**src/rtl/cpu_sequencer.sv**
```systemverilog
`timescale 1ns/1ps
`default_nettype none
// ============================================================================
// Module   : cpu_sequencer
// Purpose  : Tick-paced multi-cycle control FSM: PC, IR load and gated write.
// Revision : 1.0 - initial release
// ============================================================================
module cpu_sequencer #(
    parameter int PC_WIDTH  = 8,
    parameter int LAST_ADDR = 255,
    parameter int CNT_WIDTH = 16
) (
    input  logic                 clk,
    input  logic                 reset,
    input  logic                 tick,
    input  logic                 start,
    input  logic                 step_mode,
    input  logic                 step,
    input  logic                 halt_req,
    input  logic [31:0]          instr,
    input  logic                 regWrite_in,
    output logic [PC_WIDTH-1:0]  pc,
    output logic                 ir_load,
    output logic                 reg_we,
    output logic [2:0]           state,
    output logic                 halted,
    output logic [CNT_WIDTH-1:0] retired
);

    typedef enum logic [2:0] {
        S_IDLE      = 3'd0,
        S_FETCH     = 3'd1,
        S_DECODE    = 3'd2,
        S_EXECUTE   = 3'd3,
        S_WRITEBACK = 3'd4,
        S_PAUSE     = 3'd5,
        S_HALT      = 3'd6,
        S_BAD       = 3'd7
    } state_t;

    localparam logic [PC_WIDTH-1:0] c_LAST_PC = PC_WIDTH'(LAST_ADDR);

    state_t                 state_q;
    logic [PC_WIDTH-1:0]    pc_q;
    logic [CNT_WIDTH-1:0]   retired_q;
    logic                   start_pend_q;
    logic                   step_pend_q;

    logic w_halt_instr;
    logic w_at_last;
    logic w_start_window;

    assign w_halt_instr   = (instr == 32'h0) || (instr[6:0] == 7'h73);
    assign w_at_last      = (pc_q == c_LAST_PC);
    assign w_start_window = (state_q == S_IDLE) || (state_q == S_HALT);

    // Later non-blocking writes in the tick case override the request capture,
    // so a flag consumed on this edge always ends up cleared.
    always_ff @(posedge clk) begin
        if (!reset) begin
            state_q      <= S_IDLE;
            pc_q         <= '0;
            retired_q    <= '0;
            start_pend_q <= 1'b0;
            step_pend_q  <= 1'b0;
        end else begin
            if (start && w_start_window) begin
                start_pend_q <= 1'b1;
            end
            if (step && (state_q == S_PAUSE)) begin
                step_pend_q <= 1'b1;
            end

            if (state_q == S_BAD) begin
                state_q <= S_HALT;
            end else if (tick) begin
                case (state_q)
                    S_IDLE: begin
                        if (start_pend_q) begin
                            state_q      <= S_FETCH;
                            start_pend_q <= 1'b0;
                        end
                    end
                    S_FETCH: begin
                        state_q <= halt_req ? S_HALT : S_DECODE;
                    end
                    S_DECODE: begin
                        state_q <= (halt_req || w_halt_instr) ? S_HALT : S_EXECUTE;
                    end
                    S_EXECUTE: begin
                        state_q <= halt_req ? S_HALT : S_WRITEBACK;
                    end
                    S_WRITEBACK: begin
                        if (~&retired_q) begin
                            retired_q <= retired_q + CNT_WIDTH'(1);
                        end
                        if (w_at_last) begin
                            state_q <= S_HALT;
                        end else begin
                            pc_q <= pc_q + PC_WIDTH'(1);
                            if (halt_req) begin
                                state_q <= S_HALT;
                            end else if (step_mode) begin
                                state_q <= S_PAUSE;
                            end else begin
                                state_q <= S_FETCH;
                            end
                        end
                    end
                    S_PAUSE: begin
                        if (halt_req) begin
                            state_q     <= S_HALT;
                            step_pend_q <= 1'b0;
                        end else if (step_pend_q || !step_mode) begin
                            state_q     <= S_FETCH;
                            step_pend_q <= 1'b0;
                        end
                    end
                    S_HALT: begin
                        // A restart takes priority over any concurrent halt_req.
                        if (start_pend_q) begin
                            pc_q         <= '0;
                            retired_q    <= '0;
                            state_q      <= S_FETCH;
                            start_pend_q <= 1'b0;
                        end
                    end
                    default: begin
                        state_q <= S_HALT;
                    end
                endcase
            end
        end
    end

    // Strobes are qualified by reset so an abandoned instruction never writes.
    assign ir_load = reset & tick & (state_q == S_FETCH);
    assign reg_we  = reset & tick & regWrite_in & (state_q == S_WRITEBACK);
    assign halted  = (state_q == S_HALT);
    assign pc      = pc_q;
    assign state   = state_q;
    assign retired = retired_q;

endmodule
`default_nettype wire

```
**config.mk**
```make
export PLATFORM = sky130hd
export DESIGN_NAME = cpu_sequencer
export DESIGN_NICKNAME = d
export VERILOG_FILES = /design/src/rtl/cpu_sequencer.sv
export SDC_FILE = /design/constraint.sdc
export NUM_CORES = 1
export LEC_CHECK = 0
export BUFFER_PORTS_ARGS = -buffer_cell sky130_fd_sc_hd__buf_2
export CAP_MARGIN = 10
export CORE_MARGIN = 8
export CORE_UTILIZATION = 43
export DETAILED_ROUTE_END_ITERATION = 8
export GPL_TIMING_DRIVEN = 0
export PLACE_DENSITY = 0.76
export REMOVE_ABC_BUFFERS = 1
export SKIP_CTS_REPAIR_TIMING = 1
export SKIP_LAST_GASP = 1
export SYNTH_ARGS = -nofsm -noshare
export SYNTH_HDL_FRONTEND = slang
export SYNTH_SLANG_ARGS = --single-unit
```
**constraint.sdc**
```tcl
create_clock -name clk -period 1.83 [get_ports clk]
set_input_delay 0.366 -clock clk [delete_from_list [all_inputs] [get_ports clk]]
set_output_delay 0.366 -clock clk [all_outputs]
set_load 0.02 [all_outputs]
```
## Yosys cells after proc, flatten, opt, wreduce, memory -nomap -nowiden

Cells that the tools add are included.
Widths: inputs -> output; s select.

| storage, ports and cells | value |
|---|---|
| register bits after elaboration | 29 |
| input port bits | 40 |

| operators by class | value |
|---|---|
| add/subtract/negate cells | 2 |
| equal/unequal tests | 16 |
| multiplexer cells | 29 |
| bitwise gates (word level) | 6 |
| reduce and logical (&&, ||, !) cells | 18 |

Operators with widths:

| kind | count |
|---|---|
| $logic_not 32->1 | 1 |
| $mux 16 | 2 |
| $pmux 16 s2 | 1 |
| $mux 3 | 10 |
| $pmux 3 s6 | 1 |
| $add 16x1->16 const B | 1 |
| $mux 8 | 2 |
| $pmux 8 s2 | 1 |
| $reduce_and 16->1 | 1 |
| $eq 3x3->1 const B | 4 |
| $mux 1 | 11 |
| $reduce_and 5->1 | 2 |
| $add 8x1->8 const B | 1 |
| $eq 8x8->1 const B | 1 |
| $eq 7x7->1 const B | 1 |
| $eq 3x2->1 const B | 2 |
| $reduce_and 3->1 | 2 |
| $and 1x1->1 | 4 |
| $logic_or 1x1->1 | 4 |
| $ne 2x1->1 const B | 2 |
| $ne 2x2->1 const B | 2 |
| $ne 4x2->1 const B | 1 |
| $reduce_bool 2->1 | 2 |
| $reduce_or 2->1 | 2 |
| other kinds (8) | 10 |

## Depth between registers and ports, before layout

| depth | value |
|---|---|
| depth after elaboration | 8 |
| gate-level depth with buffers | 6 |
| mapped depth without buffers | 6 |

## Least setup slack after synthesis

OpenSTA, ideal clock, no wires.

| path | value |
|---|---|
| kind | register -> register |
| start point | register retired_q[9], in the netlist retired[9] |
| end point | register retired_q[13], in the netlist retired[13] |
| setup time | 70 ps |
| arrival | 1839 ps |
| data required time | 1760 ps |
| setup slack | -79 ps |
| stages on the path, launching flop included | 6 |
| path buffers | 0 |
| path through | dfxtp_1 -> nand3_1 -> or2_0 -> or4_4 -> or3_1 -> a21oi_1 |

| between the ends | value |
|---|---|
| cells in the longest elaborated chain, start to end | 3 |

Ends and longest elaborated chain:

| what | RTL line | source |
|---|---|---|
| from (decl) | 45 | `logic [CNT_WIDTH-1:0] retired_q;` |
| from (signal assigned) | 95 | `retired_q <= retired_q + CNT_WIDTH'(1);` |
| $add 16x1->16 or $reduce_and 16->1 (tied branches) | 95, 94 |  |
| $mux 16 or $ne 2x2->1 (tied branches) | -- |  |
| $pmux 16 s2 or $reduce_and 5->1 (tied branches) | -- |  |

Parallel ways exist; a longest one is shown, timed or not. The select of a mux whose other input is x is not followed.
A chain may end at the register's enable or synchronous reset.

## Worst setup path in the final report

| path | value |
|---|---|
| start point | register retired_q[2], in the netlist retired[2] |
| end point | register retired_q[14], in the netlist retired[14] |

The elaborated chain is that of the path after synthesis.

==> flow_summary.json <==
{
  "start_kind": "flip-flop",
  "synth_area_per_cell_um2": 7.74,
  "core-area_mm2": 0.00394,
  "ys_types": 47,
  "drt_iter0_drc": 131,
  "r2r-start": "retired[2]$_SDFFE_PN0P_",
  "max_slew_margin_pct": 50.0,
  "multi_input_area_mm2": 0.00120,
  "overflow": 0,
  "power.share.switching_pct": 38.0,
  "p_seq_share_pct": 34.5,
  "clkPwrFrac_pct": 24.7,
  "fmax_mhz": 540,
  "synthFlopType": "dfxtp_1",
  "grt.total_usage_pct": 15.7,
  "io_buffers": 69,
  "antenna_found_initial": 0,
  "violations": "setup timing",
  "syn_inst": 223,
  "cts_sinks": 29,
  "wl_mm": 5.76,
  "finalCritPeriodShare_pct": 101,
  "ys_warn_count": 0,
  "clock_tree.root_cell": "clkbuf_8",
  "outcome": "complete, but fails checks",
  "seqCellArea_um2": 612,
  "synth_area_mm2": 0.00173,
  "first_pass_iters": 4,
  "htreeDepth": 2,
  "fp-row-count": 23,
  "cp.required_ns": 2.07,
  "cts_made_buffers": 5,
  "io_pins": 70,
  "critPathLaunch": "retired[2]$_SDFFE_PN0P_",
  "min_from": "start",
  "hp-class": "in -> reg",
  "final_common_cell": "buf_2",
  "cp-end-kind": "flip-flop",
  "final_max_slew_viol_count": 0,
  "synth_area_leader_cell": "dfxtp_1",
  "ys_ff_latch": 29,
  "fin_worst_skew_ns": 0.00740,
  "pwr-share-comb_pct": 40.8,
  "rsz0062_at_grt": "yes",
  "insertion_delay_ns": 0.29,
  "clk_path_buf_depth": 2,
  "grt_pass1_vias": 1807,
  "dieArea_mm2": 0.00630,
  "internal_power_mw": 1.50,
  "die-width_um": 79.4,
  "vias_per_cell": 5.73,
  "totalPowerFinal_mw": 2.42,
  "ys_seq_area_share_pct": 33.6,
  "detail-route-antenna-nets": 0,
  "fillerInstances": 327,
  "nets": 360,
  "vias": 2116,
  "fin_crit_ns": 1.85,
  "worstPathArrival_ns": 2.09,
  "fin_setup_tns_ns": -0.0228,
  "synth_top_area_share_pct": 33.6,
  "p_leak_nw": 1.04,
  "grt_pass1_wl_mm": 8.11,
  "diodes": 0,
  "gp_congestion": 0.829,
  "synth_edf_count": 0,
  "layout_setup_ws_ns": -0.0209,
  "ir_worst_vdd_mv": 0.775,
  "tightest_slew_ns": 0.740,
  "cts_tree": "built",
  "p_per_area_mw_per_mm2": 953,
  "cap_viol_max_count": 0,
  "async_flop_share_pct": 0,
  "synthTopCellsByArea": "dfxtp_1, xnor2_1, nor2_1, nor4_1, nand2_1",
  "final_hold_viol_count": 0,
  "clk_pin_slew_worst_paths_ns": 0.07,
  "wl_per_cell_um": 15.6,
  "drc": 0,
  "area_growth_pct": 47.3,
  "die_h_um": 79.4,
  "final-setup-viol-count": 2,
  "critPathKind": "reg -> reg",
  "drive_above_1_share_pct": 42.3,
  "dp_slack_ns": -0.976,
  "layout_common_cells": "buf_2, nor2_1, buf_4",
  "initial_core_util_pct": 43.8,
  "net-switching-power_mw": 0.921,
  "grt_max_degree": 22,
  "place_hpwl_mm": 3.78,
  "path_max_fanout": 6
}
-- power by group through the flow --
| stage | logic [mW] | registers (mW) | clock network, mW |
|---|---|---|---|
| final | 0.990 | 0.836 | 0.598 |
| after global routing | 1.07 | 0.849 | 0.633 |
| after CTS | 0.653 | 0.843 | 0.601 |
| after detailed placement | 0.649 | 0.858 | 0 |
| after global placement | 0.639 | 0.857 | 0 |
| after floorplan | 0.407 | 0.875 | 0 |
-- cells by family after synthesis --
logic type,count (synthesis),synth area share [%]
compound gates,49,19.1
buf+inv,18,4.13
xor+xnor,13,6.59
mux,1,0.580
flops,29,33.6
simple gates,111,34.5
fa+ha+maj,2,1.45
-- final timing paths --
kind,end,slack (ns),cells past startpoint
max,retired[14]$_SDFFE_PN0P_,-0.02,7
min,start_pend_q$_SDFF_PN0_,0.33,3
max reg2reg,retired[14]$_SDFFE_PN0P_,-0.02,7
min reg2reg,retired[1]$_SDFFE_PN0P_,0.49,2
-- state kept, by name, indices dropped and copies added, names as in the netlist --
name and cells:
step_pend_q 1, state 3, pc 8, start_pend_q 1
retired 16
-- synth_stat cells (2+ instances only) --
| cell | count |
|---|---|
| inv_1 | 10 |
| dfxtp_1 | 29 |
| clkbuf_1 | 5 |
| a21o_1 | 2 |
| o41ai_1 | 2 |
| nor4_1 | 14 |
| nor2b_1 | 2 |
| buf_2 | 3 |
| nand3_1 | 12 |
| nor3_1 | 6 |
| nor2_1 | 28 |
| nand4_1 | 9 |
| o211ai_1 | 4 |
| a31oi_1 | 3 |
| a211oi_1 | 6 |
| a21oi_1 | 11 |
| ha_1 | 2 |
| and3_1 | 2 |
| and2_1 | 4 |
| or3_1 | 4 |
| o31ai_1 | 2 |
| xnor2_1 | 13 |
| nand2_1 | 18 |
| o21ai_0 | 9 |
-- final cells by class --
class                           count  share of cell area (%)
Tap cell                           50                    2.46
Clock inverter                      1                   0.197
Multi-Input combinational cell    178                    47.1
Clock buffer                        7                    3.79
Inverter                           10                    1.48
Sequential cell                    29                    24.1
Timing Repair Buffer               94                    21.0
-- critical path: stages, from the launching register on --
cell and delay (ns):
dfxtp_1 0.43, nand4_1 0.21, buf_4 0.20, nor4_4 0.42, buf_4 0.20, nor4_4 0.04
a31oi_1 0.18, a41o_1 0.11
-- routing by layer --
metal	part of all wire, %	global-route usage (%)	up-vias
li1	-	-	1034
met1	41	17.7	982
met2	50	27.1	87
met3	6.7	3.84	13
met4	2.0	7.41	0
met5	0	0	-
-- through the flow --
step	cells	instance area [um2]	util, %	hold WS (ns)
2_1_floorplan	215	1690	-	0.488
3_3_place_gp	334	2100	53.3	0.473
3_5_place_dp	334	2100	53.4	0.480
4_1_cts	342	2210	56.0	0.320
5_1_grt	369	2540	64.5	0.332
6_report	369	2540	64.5	0.326
Note: power is estimated with default switching activity, not from simulation.
